===== config.mk =====
export PLATFORM = sky130hd
export DESIGN_NAME = apb_master_bridge
export DESIGN_NICKNAME = d
export VERILOG_FILES = /design/src/rtl/apb_master_bridge.sv
export SDC_FILE = /design/constraint.sdc
export NUM_CORES = 1
export LEC_CHECK = 0
export BUFFER_PORTS_ARGS = -buffer_cell sky130_fd_sc_hd__clkbuf_2
export CORE_UTILIZATION = 41
export DETAILED_ROUTE_END_ITERATION = 6
export GPL_TIMING_DRIVEN = 0
export PLACE_DENSITY = 0.76
export SLEW_MARGIN = 20
export SYNTH_ARGS = -nofsm -noshare
export SYNTH_HDL_FRONTEND = slang
export SYNTH_SLANG_ARGS = --single-unit

===== constraint.sdc =====
create_clock -name PCLK -period 1.89 [get_ports PCLK]
set_input_delay 0.189 -clock PCLK [delete_from_list [all_inputs] [get_ports PCLK]]
set_output_delay 0.189 -clock PCLK [all_outputs]
set_load 0.02 [all_outputs]

===== src/rtl/apb_master_bridge.sv =====
// apb_master_bridge: single-outstanding APB master driven by a
// valid/ready command port, answering on a valid/ready response port.
module apb_master_bridge #(
    parameter int ADDR_WIDTH = 32,
    parameter int DATA_WIDTH = 32,
    parameter int TIMEOUT    = 16
) (
    input  logic                  PCLK,
    input  logic                  PRESETn,
    input  logic                  cmd_valid,
    output logic                  cmd_ready,
    input  logic                  cmd_write,
    input  logic [ADDR_WIDTH-1:0] cmd_addr,
    input  logic [DATA_WIDTH-1:0] cmd_wdata,
    output logic                  rsp_valid,
    input  logic                  rsp_ready,
    output logic [DATA_WIDTH-1:0] rsp_rdata,
    output logic                  rsp_err,
    output logic                  rsp_timeout,
    output logic                  PSELx,
    output logic                  PENABLE,
    output logic                  PWRITE,
    output logic [ADDR_WIDTH-1:0] PADDR,
    output logic [DATA_WIDTH-1:0] PWDATA,
    input  logic                  PREADY,
    input  logic                  PSLVERR,
    input  logic [DATA_WIDTH-1:0] PRDATA
);

    localparam logic [1:0] IDLE   = 2'd0;
    localparam logic [1:0] SETUP  = 2'd1;
    localparam logic [1:0] ACCESS = 2'd2;
    localparam logic [1:0] RESP   = 2'd3;

    // A zero TIMEOUT still needs a legal one-bit counter.
    localparam int CW = (TIMEOUT > 0) ? $clog2(TIMEOUT + 1) : 1;
    localparam logic [CW-1:0] LAST = CW'((TIMEOUT > 0) ? TIMEOUT - 1 : 0);

    logic [1:0]    state;
    logic [1:0]    next;
    logic [CW-1:0] wait_cnt;
    logic          cmd_ready_q;
    logic          accept;
    logic          expire;

    assign accept    = (state == IDLE) && cmd_valid && cmd_ready_q;
    assign expire    = (state == ACCESS) && !PREADY && (TIMEOUT != 0)
                       && (wait_cnt == LAST);
    assign cmd_ready = cmd_ready_q;
    assign PSELx     = (state == SETUP) || (state == ACCESS);
    assign PENABLE   = (state == ACCESS);
    assign rsp_valid = (state == RESP);

    // Next-state decode of the transfer sequence.
    always_comb begin
        next = state;
        unique case (state)
            IDLE:    if (accept) next = SETUP;
            SETUP:   next = ACCESS;
            ACCESS:  if (PREADY || expire) next = RESP;
            RESP:    if (rsp_ready) next = IDLE;
            default: next = IDLE;
        endcase
    end

    // State register; cmd_ready is registered so it stays low through reset.
    always_ff @(posedge PCLK or negedge PRESETn) begin
        if (!PRESETn) begin
            state       <= IDLE;
            cmd_ready_q <= 1'b0;
        end else begin
            state       <= next;
            cmd_ready_q <= (next == IDLE);
        end
    end

    // Command capture, wait counting and response capture.
    always_ff @(posedge PCLK or negedge PRESETn) begin
        if (!PRESETn) begin
            PWRITE      <= 1'b0;
            PADDR       <= '0;
            PWDATA      <= '0;
            wait_cnt    <= '0;
            rsp_rdata   <= '0;
            rsp_err     <= 1'b0;
            rsp_timeout <= 1'b0;
        end else begin
            if (accept) begin
                PWRITE <= cmd_write;
                PADDR  <= cmd_addr;
                PWDATA <= cmd_wdata;
            end
            if (state == SETUP) begin
                wait_cnt <= '0;
            end
            if (state == ACCESS) begin
                if (PREADY) begin
                    rsp_err     <= PSLVERR;
                    rsp_timeout <= 1'b0;
                    rsp_rdata   <= (!PWRITE && !PSLVERR) ? PRDATA : '0;
                end else if (expire) begin
                    rsp_err     <= 1'b1;
                    rsp_timeout <= 1'b1;
                    rsp_rdata   <= '0;
                end else if (TIMEOUT != 0) begin
                    wait_cnt <= wait_cnt + CW'(1);
                end
            end
        end
    end

endmodule

Yosys cells after proc, flatten, opt, wreduce, memory -nomap -nowiden
Index checks and enable logic that the tools add are counted.
W data, S select, Z words.
- output and inout port bits: 103
- logic and storage cells: 42
- input bits: 103
- register bits after elaboration: 107
- equal/unequal tests: 4
- add/sub/neg operators: 1
- reductions and logical operators: 14
- mux-type cells: 14
- operator list (cell ; count):
    $mux W32 ; 3
    $mux W5 ; 4
    $pmux W2 S4 ; 1
    $mux W2 ; 3
    $add A5 B1 Y5 const B ; 1
    $eq A5 B4 Y1 const B ; 1
    $logic_and A1 B1 Y1 ; 5
    $eq A2 B2 Y1 const B ; 2
    $logic_not A2 Y1 ; 2
    $logic_not A1 Y1 ; 3
    $mux W1 ; 3
    $eq A2 B1 Y1 const B ; 1
    $logic_or A1 B1 Y1 ; 2
    $reduce_and A2 Y1 ; 1
    $reduce_bool A2 Y1 ; 1

Depth between registers and ports, before layout
Gate-level depths: netlist (run 1).
- depth in word-level cells: 7
- depth in mapped cells: 7
- gate-level depth less buffers: 6

Worst setup path before layout (run 1)
Ideal clock, no wire load.
- path type: register to register
- from: register wait_cnt[0]
- to: register wait_cnt[3]
- path buffers: 1
- slack: -0.143 ns
- data required time: 1.772 ns
- arrival: 1.915 ns
- setup time: 0.118 ns
- period minus slack after synthesis: 2.033 ns
- cell stages (with the launch flop): 8
- path through: dfrtp_1 > ha_1 > and3_1 > ha_1 > or3b_1 > buf_2 > mux2_4 > a21o_1
- longest elaborated chain between the ends: 5
- elaborated cells on any way between the ends: 6
- classes of those cells: add/sub: 1; eq/ne: 1; mux: 3; reduce/logical: 1
- ends and longest elaborated chain (item ; RTL line ; text):
    start, declared ; 41 ; logic [CW-1:0] wait_cnt;
    start signal, assigned ; 106 ; wait_cnt <= wait_cnt + CW'(1);
    parallel branches: the longest is 2 deep, another holds $add A5 B1 Y5 ; -- ;
    $mux W5 (*) ; 101 ; end else if (expire) begin
    $mux W5 (*) ; 97 ; if (PREADY) begin
    $mux W5 (*) ; 96 ; if (state == ACCESS) begin
Mark *: on every way between the ends.
A chain may end at the register's enable or synchronous reset.

Worst setup path after layout (run 1)
- from: register wait_cnt[1]
- to: register wait_cnt[3]
Same word-level chain as after synthesis.

==> results.toml, run 1 <==
[setup_path]
critical_path.endpoint = "wait_cnt[3]"
crit_family = "simple AND/OR/NAND/NOR gates"
cp_data_arrival_time_ns = 2.20
worstSetupPathDepth = 7
worst_r2r_endpoint = "wait_cnt[3]"
critical_path_cell_with_the_highest_stage_delay = "sky130_fd_sc_hd__dfrtp_1"
crit_buf_inv = 1
setup.worst_path.class = "reg2reg"
timing.critical_path.from_type = "flip-flop"
worst_setup_path_startpoint = "wait_cnt[1]"
maximum_fanout_encountered_on_the_critical_timing_path = 4
r2r.worst_path.cells = 7
timing.critical_path.slowest_cell_delay_ns = 0.40
r2r_start = "wait_cnt[1]"
timing.critical_path.cells = "ha_2, and3_4, ha_4, or3b_1, buf_6, mux2_4, a21o_1"
regToRegSetupSlack_ns = -0.07
end_kind = "flip-flop"
timing.critical_path.required_ns = 2.14

[die]
design.portCount = 206
die_area_sq_um = 10300
core_area_sq_um = 9420
std_cell_rows = 35
die_height_um = 101
die_width_um = 101
starting_density_of_the_core = 0.431

[cts]
maximum_root_to_sink_buffer_count = 2
cts_tree = "yes"
cts.reportedPaths.clkPinSlew_ns = 0.11
number_of_clock_buffers_inserted_by_tritoncts = 9
clkLatencyLatePin_ns = 0.36
cts_max_level = 3
clockRootBuffer = "sky130_fd_sc_hd__clkbuf_8"
cts_num_sinks = 107

[drt]
route.detailed.drc = 0
drt-pass1-iter-count = 4
route.detailed.wl_per_inst_um = 15.7
drt_iter0_markers = 54
vias = 3034
final_antenna_net_count = 0
route.final.wire_length_um = 9780
post_drt_via_cell_ratio = 4.86

[status]
failing_checks = "setup timing"
status = "complete, but fails checks"

[timing]
transition_time_at_the_pin_with_the_least_slew_margin_ns = 0.413
maxSlewViolCount = 0
final-setup-viol-count = 2
setup-tns-final_ns = -0.0868
fin_worst_skew_ns = 0.0132
grt_setup_unrepaired = "true"
max-slew-margin-rel = 0.725
fin_ws_ns = -0.0662
finalHoldViolations = 0
final_min_period_over_clock_period = 1.04
finalCriticalPeriod_ns = 1.96
max_clock_freq_mhz = 511

[global_routing]
first_global_vias = 3147
global_route_wire_length_before_repair_um = 14800
grt.overflow.total = 0
largest_net_degree_at_the_start_of_global_routing = 88
grt_antenna_before_repair = 0
grt_util_all_layers = 0.191

[pwr]
finalPower_mw = 9.07
power.ir.vdd_worst_mv = 0.713
cellPowerDensity_nw_per_um2 = 1610
leakagePower_nw = 2.95

[yosys]
synth.yosys.warnings = 0
synthCells = 263
synth.cell_area_sq_um = 4060
synth.lib_cells_used.distinct = 27
syn-num-nets = 373
postSynthRegisterBits = 107
mean_instance_size_in_the_synthesized_netlist_sq_um = 15.4
seq_area_frac_synth = 0.660

[layout]
fraction_of_layout_cells_with_a_size_suffix_above_1 = 0.648
final_net_count = 600
mostFrequentLayoutCell = "sky130_fd_sc_hd__clkbuf_2"
antennaDiodeCount = 0
fraction_of_the_core_area_covered_by_cells_at_the_end_of_the_flow = 0.598
syn2layout_area_growth_pct = 38.6
most_frequent_cells_in_the_layout = "sky130_fd_sc_hd__clkbuf_2 (206), sky130_fd_sc_hd__dfrtp_1 (106), sky130_fd_sc_hd__mux2_2 (65), sky130_fd_sc_hd__a22o_1 (32), sky130_fd_sc_hd__buf_4 (13)"

[worst_hold_path]
min_path_type = "in2reg"

[place]
place.detailed.hpwl_um = 7330
finalWeightedCongestion = 0.791
port_buffer_count = 205

[job]
cap_violations = 0
[registers in the layout, summed over array words and instances, names as in the netlist]
register and cells:
PADDR 32, PWDATA 32, rsp_rdata 32, wait_cnt 5, state 2, PWRITE 1, cmd_ready 1, rsp_err 1
rsp_timeout 1
[worst min path at each step]
stage	start	end	slack, ns	cells past startpoint
finish	PRDATA[25]	rsp_rdata[25]	0.04	2
detailed placement	PRESETn	PADDR[0]	0.07	1
global placement	PRDATA[1]	rsp_rdata[1]	0.41	2
global route	PRDATA[25]	rsp_rdata[25]	0.02	2
floorplan	PRESETn	PADDR[0]	-0.11	0
CTS	PRDATA[25]	rsp_rdata[25]	0.02	2
[cell families after synthesis]
group / share of synthesized area
AOI/OAI and AO/OA: 0.0888
muxes: 0.186
buffers and inverters: 0.0210
adders and majority gates: 0.0216
DFF: 0.660
and+or+nand+nor: 0.0225
[routing by layer]
layer  global-route usage  vias up  part of all wire
met5                    0        -                 0
met4               0.0713        0             0.016
met3               0.0531       15             0.076
met2                0.348      142              0.52
met1                0.211     1476              0.39
li1                     -     1401                 -
[worst reg2reg max path, delay by kind of cell (launching register included)]
kind | cells | cell delay (ns)
DFF | 1 | 0.40
buffers and inverters | 1 | 0.14
adders and majority gates | 2 | 0.36
muxes | 1 | 0.28
AOI/OAI and AO/OA | 1 | 0.15
and+or+nand+nor | 2 | 0.55
[what timing repair did]
| item | 4_1_cts | 5_1_grt |
|---|---|---|
| pin swaps | 4 | 1 |
| buffers inserted | 7 | 2 |
| endpoints found under the hold margin | 20 | 0 |
| setup endpoints to repair | 91 | 64 |
| resized for setup | 14 | 12 |
| hold buffers | 1 | 0 |
[cell type report]
class	count	area [sq um]
plain buffers	14	95.1
flip-flops and latches	107	2680
clock buffers	10	128
fillers	762	3790
inverters	6	22.5
well taps	129	161
multi-input cells	136	1350
repair buffers	216	1140
clock inverters	6	48.8
[synthesized netlist by cell type (all sizes together)]
master / count / share of area
a211oi: 1 / 0.0019
a21o: 2 / 0.0037
a21oi: 3 / 0.0037
a22o: 32 / 0.069
and2: 1 / 0.0015
and3: 1 / 0.0015
buf: 11 / 0.013
clkbuf: 3 / 0.0028
dfrtp: 107 / 0.66
ha: 7 / 0.022
inv: 6 / 0.0055
mux2: 66 / 0.18
mux2i: 1 / 0.0025
nand2: 1 / 0.00092
nand3: 5 / 0.0062
nor2: 3 / 0.0028
nor2b: 1 / 0.0015
nor3: 2 / 0.0025
nor3b: 1 / 0.0019
o211ai: 1 / 0.0019
o21a: 2 / 0.0037
o21ai: 4 / 0.0049
or3: 1 / 0.0015
or3b: 1 / 0.0022
[metrics by stage]
step / hold slack [ns] / std cells / cell area [sq um] / worst slack, ns
finish: 0.0435 / 624 / 5630 / -0.0662
global route: 0.0170 / 624 / 5630 / -0.104
CTS: 0.0238 / 622 / 5580 / -0.0559
detailed placement: 0.0694 / 598 / 5310 / -0.351
global placement: 0.409 / 597 / 5270 / -0.741
floorplan: -0.107 / 263 / 4090 / -0.0657
[power by group]
part	internal [mW]	total (mW)	leakage (nW)	switching, mW
combinational	1.77	4.07	1.53	2.30
sequential	3.22	3.72	1.33	0.506
clock	0.498	1.27	0.0916	0.773
total	5.49	9.07	2.95	3.58
Note: power is estimated with default switching activity, not from simulation.
==> inputs of run 2 (changes only) <==
--- a/config.mk
+++ b/config.mk
@@ -5,12 +5,12 @@
 export SDC_FILE = /design/constraint.sdc
 export NUM_CORES = 1
 export LEC_CHECK = 0
+export ABC_AREA = 1
 export BUFFER_PORTS_ARGS = -buffer_cell sky130_fd_sc_hd__clkbuf_2
-export CORE_UTILIZATION = 41
+export CORE_UTILIZATION = 47
 export DETAILED_ROUTE_END_ITERATION = 6
 export GPL_TIMING_DRIVEN = 0
-export PLACE_DENSITY = 0.76
-export SLEW_MARGIN = 20
+export PLACE_DENSITY = 0.8
 export SYNTH_ARGS = -nofsm -noshare
 export SYNTH_HDL_FRONTEND = slang
 export SYNTH_SLANG_ARGS = --single-unit
==> constraint.sdc (replaced) <==
create_clock -name PCLK -period 2.01 [get_ports PCLK]
set_input_delay 0.201 -clock PCLK [delete_from_list [all_inputs] [get_ports PCLK]]
set_output_delay 0.201 -clock PCLK [all_outputs]
set_load 0.02 [all_outputs]
==> run 2 against run 1 <==
- the flow finishes with violations (hold timing)
- setup slack better by 0.40 ns
- core utilization is 3.6 points higher
- critical path depth is 3 higher
- largest cell class unchanged
- highest routed layer unchanged
==> results.toml, run 2 <==
[status]
status = "complete, but fails checks"
failing_checks = "hold timing"

[timing]
transition_time_at_the_pin_with_the_least_slew_margin_ns = 0.905
hold_worst_slack_ns = -0.00885
finalHoldViolations = 15
final_min_period_over_clock_period = 0.835
maxSlewViolCount = 0
grt_setup_unrepaired = "false"
fin_ws_ns = 0.331
max_clock_freq_mhz = 595
final-setup-viol-count = 0
max-slew-margin-rel = 0.397
finalCriticalPeriod_ns = 1.68
fin_worst_skew_ns = 0.0139

[drt]
route.detailed.wl_per_inst_um = 13.1
route.final.wire_length_um = 10800
post_drt_via_cell_ratio = 4.63
drt-pass1-iter-count = 6
drt_iter0_markers = 67
route.detailed.drc = 0
final_antenna_net_count = 0
vias = 3847

[global_routing]
grt.overflow.total = 0
grt_antenna_before_repair = 0
grt_util_all_layers = 0.223
global_route_wire_length_before_repair_um = 17400
largest_net_degree_at_the_start_of_global_routing = 66
first_global_vias = 3767

[layout]
top_registers = "PADDR x32, PWDATA x32, rsp_rdata x32"
fraction_of_layout_cells_with_a_size_suffix_above_1 = 0.354
final_net_count = 807
most_frequent_cells_in_the_layout = "sky130_fd_sc_hd__clkbuf_2 (204), sky130_fd_sc_hd__nand2_1 (137), sky130_fd_sc_hd__dfrtp_1 (107), sky130_fd_sc_hd__inv_1 (76), sky130_fd_sc_hd__o21ai_0 (55)"
antennaDiodeCount = 0
final_cells = 830
syn2layout_area_growth_pct = 31.0
mostFrequentLayoutCell = "sky130_fd_sc_hd__clkbuf_2"
layout.cell_area.non_filler_sq_um = 5850

[place]
port_buffer_count = 205
dpl.cell_count = 815
place_ws_ns = 0.350
placement.cell_area_sq_um = 5680
finalWeightedCongestion = 0.774
place.detailed.hpwl_um = 8400

[pwr]
leakagePower_nw = 3.51
cellPowerDensity_nw_per_um2 = 1490
finalPower_mw = 8.70
power.ir.vdd_worst_mv = 0.711

[cts]
maximum_root_to_sink_buffer_count = 2
cts.hold.buffers_added = 0
cts_tree = "yes"
cts.repair_timing.setup_buffer_count = 0
cts_max_level = 3
clockRootBuffer = "sky130_fd_sc_hd__clkbuf_8"
clkLatencyLatePin_ns = 0.36
number_of_clock_buffers_inserted_by_tritoncts = 9
cts_num_sinks = 107
cts.reportedPaths.clkPinSlew_ns = 0.10
post_cts_resized = 0

[worst_hold_path]
min_path_type = "in2async"

[setup_path]
maximum_fanout_encountered_on_the_critical_timing_path = 10
end_kind = "flip-flop"
setup.worst_path.class = "reg2reg"
timing.critical_path.from_type = "flip-flop"
cp_data_arrival_time_ns = 1.97
timing.critical_path.required_ns = 2.30

[die]
die_width_um = 99.5
design.portCount = 206
std_cell_rows = 35
die_height_um = 99.5
core_area_sq_um = 9240
starting_density_of_the_core = 0.484
die_area_sq_um = 9910

[yosys]
number_of_flops_mapped_to_enable_cells_by_yosys = 0
synth.yosys.warnings = 0
asyncSetResetFlopFracSynth = 1.00
yosys.cell_count.top_type = "sky130_fd_sc_hd__nand2_1"
seq_area_frac_synth = 0.599
synthTopCellsByCount = "sky130_fd_sc_hd__nand2_1 (137), sky130_fd_sc_hd__dfrtp_1 (107), sky130_fd_sc_hd__inv_1 (76), sky130_fd_sc_hd__o21ai_0 (55), sky130_fd_sc_hd__nand3_1 (41)"
synth.area.top_cells = "sky130_fd_sc_hd__dfrtp_1 (60%), sky130_fd_sc_hd__nand2_1 (12%), sky130_fd_sc_hd__inv_1 (6.4%)"
syn-num-nets = 590
synth.cell_area_sq_um = 4470
postSynthRegisterBits = 107
synth_area_leader_cell = "sky130_fd_sc_hd__dfrtp_1"
synth_top_area_frac = 0.599
mean_instance_size_in_the_synthesized_netlist_sq_um = 9.31
synth.lib_cells_used.distinct = 20
synthCells = 480
yosys_most_used_dff = "sky130_fd_sc_hd__dfrtp_1"

[job]
cap_violations = 0
## run 2: power breakdown
group	switching (mW)	internal (mW)	leakage, nW
Clock	0.749	0.461	0.0876
Sequential	0.526	3.05	1.38
Combinational	2.58	1.34	2.05
## run 2: critical path, stage by stage (launching register included)
cell and delay [ns]:
sky130_fd_sc_hd__dfrtp_1 0.44, sky130_fd_sc_hd__ha_1 0.24, sky130_fd_sc_hd__nand2_1 0.07, sky130_fd_sc_hd__nor2_1 0.04, sky130_fd_sc_hd__ha_1 0.20, sky130_fd_sc_hd__nand2_1 0.10
sky130_fd_sc_hd__nand2_1 0.09, sky130_fd_sc_hd__inv_2 0.12, sky130_fd_sc_hd__clkbuf_8 0.19, sky130_fd_sc_hd__nand2_1 0.06, sky130_fd_sc_hd__nand2_1 0.06
## run 2: path summary, 6_finish.rpt
check                                   start       endpoint  slack (ns)  depth (start not counted)
worst max-delay path              wait_cnt[0]   rsp_rdata[2]        0.33                         10
worst min-delay path                  PRESETn  rsp_rdata[15]      -0.009                          1
worst max register to register    wait_cnt[0]   rsp_rdata[2]        0.33                         10
worst min register to register  rsp_rdata[13]  rsp_rdata[13]        0.49                          2
max in group asynchronous             PRESETn       PADDR[5]        1.28                          2
min in group PCLK                cmd_addr[19]      PADDR[19]        0.05                          3
## run 2: cell families (layout without fill, tap and decap cells)
group,count (synthesis),in the layout,share of synthesized area
adder cells (fa/ha/maj),7,7,0.0196
XOR/XNOR,1,1,0.00196
flip-flops,107,107,0.599
buffers and inverters,100,321,0.116
AND/OR/NAND/NOR,192,192,0.181
AO/OA/AOI/OAI,73,73,0.0828
## run 2: final cells by class
class,count,area [sq um]
fillers,786,3390
flip-flops and latches,107,2680
multi-input cells,273,1270
repair buffers,206,1050
inverters,77,289
plain buffers,23,229
well taps,129,161
clock buffers,9,124
clock inverters,6,50.0
## run 2: per-stage QoR
stage | setup TNS (ns) | utilization | hold WS, ns
floorplan | 0 | - | -0.0946
global placement | -65.82 | 0.612 | 0.419
detailed placement | 0 | 0.615 | 0.411
CTS | 0 | 0.634 | 0.0191
global route | 0 | 0.634 | 0.0411
finish | 0 | 0.634 | -0.00885
## run 2: routing by layer
layer	routed length [um]	global-route usage	vias to the layer above
li1	-	-	1905
met1	4600	0.279	1786
met2	5300	0.385	148
met3	831	0.0569	8
met4	99	0.0622	0
met5	0	0	-
